--- src/rtl/tn_serv_timer_pkg.sv ---
// Shared definitions for the SERV machine timer: register word indices,
// CTRL bit positions and the byte-lane merge helper used for bus writes.
package tn_serv_timer_pkg;

    localparam logic [2:0] MTIME_LO    = 3'd0;
    localparam logic [2:0] MTIME_HI    = 3'd1;
    localparam logic [2:0] MTIMECMP_LO = 3'd2;
    localparam logic [2:0] MTIMECMP_HI = 3'd3;
    localparam logic [2:0] CTRL        = 3'd4;
    localparam logic [2:0] PRESCALE    = 3'd5;

    localparam int CTRL_EN = 0;
    localparam int CTRL_IE = 1;

    typedef struct packed {
        logic ie;
        logic en;
    } ctrl_t;

    function automatic logic [31:0] byte_merge(
        input logic [31:0] old_val,
        input logic [31:0] new_val,
        input logic [3:0]  sel
    );
        logic [31:0] res;
        res = old_val;
        for (int i = 0; i < 4; i++) begin
            if (sel[i]) begin
                res[8*i +: 8] = new_val[8*i +: 8];
            end else begin
                res[8*i +: 8] = old_val[8*i +: 8];
            end
        end
        return res;
    endfunction

endpackage

--- src/rtl/tn_timer_prescaler.sv ---
// Tick divider: counts 0..prescale while enabled and emits a one-cycle tick
// on the terminal count. Disabled or restarted, it sits at zero.
module tn_timer_prescaler #(
    parameter int PRESCALE_W = 16
) (
    input  logic                  clk,
    input  logic                  i_rst,
    input  logic                  en,
    input  logic [PRESCALE_W-1:0] prescale,
    input  logic                  restart,
    output logic                  tick
);

    logic [PRESCALE_W-1:0] div_r;

    assign tick = en && (div_r == prescale);

    // Divider count, wrapping on tick.
    always_ff @(posedge clk or posedge i_rst) begin
        if (i_rst) begin
            div_r <= {PRESCALE_W{1'b0}};
        end else if (restart || !en || tick) begin
            div_r <= {PRESCALE_W{1'b0}};
        end else begin
            div_r <= div_r + PRESCALE_W'(1'b1);
        end
    end

endmodule

--- src/rtl/tn_serv_timer.sv ---
// RISC-V mtime/mtimecmp timer as a Wishbone-classic slave on the SERV dbus,
// producing the level machine-timer interrupt.
module tn_serv_timer
    import tn_serv_timer_pkg::*;
#(
    parameter int          PRESCALE_W = 16,
    parameter logic [63:0] CMP_RST    = 64'hFFFF_FFFF_FFFF_FFFF
) (
    input  logic        clk,
    input  logic        i_rst,
    input  logic [2:0]  i_wb_adr,
    input  logic [31:0] i_wb_dat,
    input  logic [3:0]  i_wb_sel,
    input  logic        i_wb_we,
    input  logic        i_wb_cyc,
    output logic [31:0] o_wb_rdt,
    output logic        o_wb_ack,
    output logic        o_timer_irq
);

    logic                  ack_r;
    logic [31:0]           rdt_r;
    logic                  irq_r;
    logic [63:0]           mtime_r;
    logic [63:0]           mtimecmp_r;
    ctrl_t                 ctrl_r;
    logic [PRESCALE_W-1:0] prescale_r;

    logic                  access_s;
    logic                  wr_s;
    logic                  tick_s;
    logic [31:0]           rd_data_s;
    logic [31:0]           wr_merged_s;
    logic [63:0]           mtime_nxt_s;

    assign access_s    = i_wb_cyc && !ack_r;
    assign wr_s        = access_s && i_wb_we;
    // Merging against the addressed register's read view keeps RAZ bits at zero.
    assign wr_merged_s = byte_merge(rd_data_s, i_wb_dat, i_wb_sel);

    assign o_wb_ack    = ack_r;
    assign o_wb_rdt    = rdt_r;
    assign o_timer_irq = irq_r;

    tn_timer_prescaler #(
        .PRESCALE_W (PRESCALE_W)
    ) u_prescaler (
        .clk      (clk),
        .i_rst    (i_rst),
        .en       (ctrl_r.en),
        .prescale (prescale_r),
        .restart  (wr_s && (i_wb_adr == PRESCALE)),
        .tick     (tick_s)
    );

    // Read view of the register window.
    always_comb begin
        rd_data_s = 32'd0;
        case (i_wb_adr)
            MTIME_LO:    rd_data_s = mtime_r[31:0];
            MTIME_HI:    rd_data_s = mtime_r[63:32];
            MTIMECMP_LO: rd_data_s = mtimecmp_r[31:0];
            MTIMECMP_HI: rd_data_s = mtimecmp_r[63:32];
            CTRL:        rd_data_s = {30'd0, ctrl_r};
            PRESCALE:    rd_data_s = 32'(prescale_r);
            default:     rd_data_s = 32'd0;
        endcase
    end

    // Next mtime: a bus write to either half suppresses that cycle's tick.
    always_comb begin
        mtime_nxt_s = mtime_r;
        if (wr_s && (i_wb_adr == MTIME_LO)) begin
            mtime_nxt_s[31:0] = wr_merged_s;
        end else if (wr_s && (i_wb_adr == MTIME_HI)) begin
            mtime_nxt_s[63:32] = wr_merged_s;
        end else if (tick_s) begin
            mtime_nxt_s = mtime_r + 64'd1;
        end else begin
            mtime_nxt_s = mtime_r;
        end
    end

    // Bus handshake and registered read data.
    always_ff @(posedge clk or posedge i_rst) begin
        if (i_rst) begin
            ack_r <= 1'b0;
            rdt_r <= 32'd0;
        end else begin
            ack_r <= access_s;
            if (access_s) begin
                rdt_r <= rd_data_s;
            end
        end
    end

    // Configuration registers written from the bus.
    always_ff @(posedge clk or posedge i_rst) begin
        if (i_rst) begin
            mtimecmp_r <= CMP_RST;
            ctrl_r     <= '{ie: 1'b0, en: 1'b0};
            prescale_r <= {PRESCALE_W{1'b0}};
        end else if (wr_s) begin
            case (i_wb_adr)
                MTIMECMP_LO: mtimecmp_r[31:0]  <= wr_merged_s;
                MTIMECMP_HI: mtimecmp_r[63:32] <= wr_merged_s;
                CTRL:        ctrl_r            <= ctrl_t'(wr_merged_s[1:0]);
                PRESCALE:    prescale_r        <= wr_merged_s[PRESCALE_W-1:0];
                default:     ctrl_r            <= ctrl_r;
            endcase
        end
    end

    // Free-running time base.
    always_ff @(posedge clk or posedge i_rst) begin
        if (i_rst) begin
            mtime_r <= 64'd0;
        end else begin
            mtime_r <= mtime_nxt_s;
        end
    end

    // Level interrupt, compared on the current register values.
    always_ff @(posedge clk or posedge i_rst) begin
        if (i_rst) begin
            irq_r <= 1'b0;
        end else begin
            irq_r <= ctrl_r.ie && (mtime_r >= mtimecmp_r);
        end
    end

endmodule

--- config.mk ---
export PLATFORM = sky130hd
export DESIGN_NAME = tn_serv_timer
export DESIGN_NICKNAME = d
export VERILOG_FILES = /design/src/rtl/tn_serv_timer_pkg.sv /design/src/rtl/tn_timer_prescaler.sv /design/src/rtl/tn_serv_timer.sv
export SDC_FILE = /design/constraint.sdc
export NUM_CORES = 1
export LEC_CHECK = 0
export ABC_CLOCK_PERIOD_IN_PS = 10900
export CORE_UTILIZATION = 40
export CTS_BUF_LIST = sky130_fd_sc_hd__clkbuf_16
export DETAILED_ROUTE_END_ITERATION = 10
export PLACE_DENSITY = 0.6
export SLEW_MARGIN = 20
export SYNTH_ARGS = -nofsm -noshare
export SYNTH_HDL_FRONTEND = slang
export SYNTH_HIERARCHICAL = 1
export SYNTH_SLANG_ARGS = --single-unit
--- constraint.sdc ---
create_clock -name clk -period 10.9 [get_ports clk]
set_input_delay 2.18 -clock clk [delete_from_list [all_inputs] [get_ports clk]]
set_output_delay 2.18 -clock clk [all_outputs]
set_load 0.05 [all_outputs]
==> metrics.md <==
| Metric | Value |
|---|---|
| Status | completed |
| Synth top area share | between 20% and 30% |
| Vias per cell | between 5 and 6 |
| Slew Limit Fails | 0 |
| Crit. End Element | flip-flop |
| Critical path launch point | i_wb_adr[2] |
| Post-DP HPWL | ~25000 um |
| CTS H-tree depth | 4 |
| Period minus WS final | 4.76 ns |
| Crit path max fanout | 32 |
| CTS-repair resized insts | 0 |
| Met3 Use GR | 3.68% |
| Async SR Flop Fraction | 100% |
| Pre-antenna DRT Iters | 5 |
| Fmax | 0.210 GHz |
| Reg-to-reg critical path endpoint | mtime_r[18] |
| Post-synth EDFFs | 0 |
| Die W | 176 um |
| Nets | between 1000 and 1500 |
| Most frequent cells after synthesis | 250 x nand2_1, 135 x o21ai_0, 132 x dfrtp_1, 81 x inv_1, 68 x nor2_1 |
| Worst Path Arrival | a little over 5 ns |
| Syn nets | 1430 |
| Num ports | 77 |
| GPL Wtd Cong | 0.908 |
| TritonCTS Sinks | 196 |
| Hold-fix buffers at CTS | 0 |
| Grt peak-use layer | met2 |
| Hold WS | roughly 0.47 ns |
| WP data required | 11.19 ns |
| Post-route clock period utilization | 43.6% |
| Skew final | 0.0132 ns |
| Post-Place Worst Slack | 5.77 ns |
| Vias in the first global route | 9868 |
| Setup tns final | 0 ns |
| Vias | between 9000 and 10000 |
| Syn avg cell area | 9.12 um^2 |
| Root Buffer | clkbuf_16 |
| Grt ovf | 0 |
| Actual slew at the worst max-slew pin | roughly 1.1 ns |
| FF+latch count, synth | 196 |
| Count of buffers from port buffering | 76 |
| Max-cap viol count | 0 |
| Most instantiated library cell after synthesis | nand2_1 |
| Reg-to-reg startpoint | u_prescaler/div_r[8] |
| Crit path capture | mtime_r[48] |
| Global routing met2 resource utilization | 37.6% |
| WS Path Type | input pin to flip-flop |
| Slew margin rel. | 29.0% |
| Fill cells | between 2000 and 3000 |
| Cell area after synthesis | 0.0121 mm^2 |
| Die H | 176 um |
| # rows | 63 |
| Synth cell types | 68 |
| Final Hold Fails | 0 |
| Initial drt markers | 799 |
| Syn Inst Count | 1321 |
| PwrDens | 173 mW/mm^2 |
| Worst Reg-to-Reg Cells | 11 |
| CTS max path bufs | 2 |
| Synth Warn # | 6 |
| Static leakage | approximately 0.0057 uW |
| Initial antenna violation count | 1 |
| Tot GR Track Use | 23.4% |
| CTS Buf Count | 17 |
| Largest net degree at the start of global routing | 66 |
| Biggest area consumer among synthesized cells | dfrtp_1 |
| Post CTS Setup Buffer Count | 0 |
| CP startpoint kind | input pin |
| Worst Hold Class | flip-flop to flip-flop |
| Fin cells | 1775 |
| Antenna Nets Post-Route | 0 |
| Worst VDD drop | 0.000113 V |
| Global-route wire length before repair | 55900 um |
| Synth top area cells | dfrtp_1 27%, dfstp_2 14%, nand2_1 7.8% |
| CTS tree | yes |
| Post-DR wirelength/cell | between 15 and 20 um |
| Share of cells above drive strength 1 | 12.3% |
| Placed Cells | 1743 |
| Synthesis-to-finish area growth | 14.6% |
| Setup Viol. Count Final | 0 |
| R2r setup slk | between 7 and 8 ns |
| Routing usage on met1 | between 30% and 40% |
| PnR worst setup slack | 6.14 ns |
| Clk slew on worst S/H paths | 0.07 ns |
| Unrepaired setup endpoints after global routing | false |
| Core area | 0.0296 mm^2 |
| Die area | 0.0308 mm^2 |
| Seq/Total Area, Yosys | roughly two fifths |
| Antenna diode count | 0 |
| Post-route DRC | 0 |
| Routed WL | about 35000 um |
| Synth Flop Type | dfrtp_1 |
| Initial Utilization | roughly two fifths |
| Worst-skew pair later-pin latency | between 0.4 and 0.5 ns |
-- metrics by stage --
stage	cell area, um^2	power [uW]	util, %
final	13800	2380	46.6
after global routing	13800	2530	46.6
after CTS	13800	2400	46.6
after detailed placement	13200	1750	44.6
after global placement	13200	1730	44.6
after floorplan	12100	1500	-
-- routing by layer --
metal	vias to the layer above	routed length (um)
met5	-	13
met4	2	835
met3	50	1610
met2	255	16300
met1	4880	15800
li1	4803	-
-- report_power, final --
part / internal (uW) / total (uW) / switching (uW) / leakage, uW
registers: 893 / 1050 / 161 / 0.00235
logic: 287 / 681 / 394 / 0.00307
clock network: 360 / 649 / 289 / 0.000291
-- layout make-up --
cell class	instances	area, um^2	share of cell area [%]
clock buffers	17	425	3.08
well taps	390	488	3.53
clock inverters	15	165	1.20
repair buffers	101	938	6.80
multi-input cells	975	6500	47.1
flip-flops and latches	196	4980	36.1
inverters	81	309	2.24
-- worst min-delay path by stage --
stage	from	endpoint	cells past startpoint
after global routing	mtimecmp_r[15]	mtimecmp_r[15]	2
after floorplan	mtimecmp_r[51]	mtimecmp_r[51]	2
after CTS	o_wb_rdt[4]	o_wb_rdt[4]	2
after global placement	o_wb_rdt[13]	o_wb_rdt[13]	2
after detailed placement	o_wb_rdt[11]	o_wb_rdt[11]	2
final	o_wb_rdt[11]	o_wb_rdt[11]	2
-- cell usage in the layout (no fill, tap or decap), drive strengths merged, types with 20 or more instances in the layout --
master           n
a21oi           48
buf             27
clkdlybuf4s50   74
dfrtp          132
dfstp           64
ha              66
inv             85
mux2i           31
mux4            30
nand2          250
nand3           51
nand4           38
nor2            68
nor3            22
o211ai          20
o21ai          136
xnor2           33
xor2            28
-- critical path, stage by stage --
cell and delay (ns):
clkdlybuf4s50_1 0.60, nor4bb_1 0.37, buf_4 0.19, and2_1 0.12
buf_4 0.34, o21ai_1 0.41, buf_4 0.33, o311ai_0 0.32
o221ai_1 0.17
-- kinds of logic after synthesis --
group           count (synthesis)  share of synthesized area, %
compound gates                283                          14.4
xor+xnor                       61                          4.43
fa+ha+maj                      66                          6.85
buf+inv                       150                          4.85
flops                         196                          41.4
mux                            66                          8.68
simple gates                  499                          19.4
-- flip-flops by register name, summed over array words and instances, names as in the netlist --
signal             flops
mtime_r               64
mtimecmp_r            64
o_wb_rdt              32
prescale_r            16
u_prescaler/div_r     16
ctrl_r                 2
o_timer_irq            1
o_wb_ack               1
Note: power is estimated with default switching activity, not from simulation.
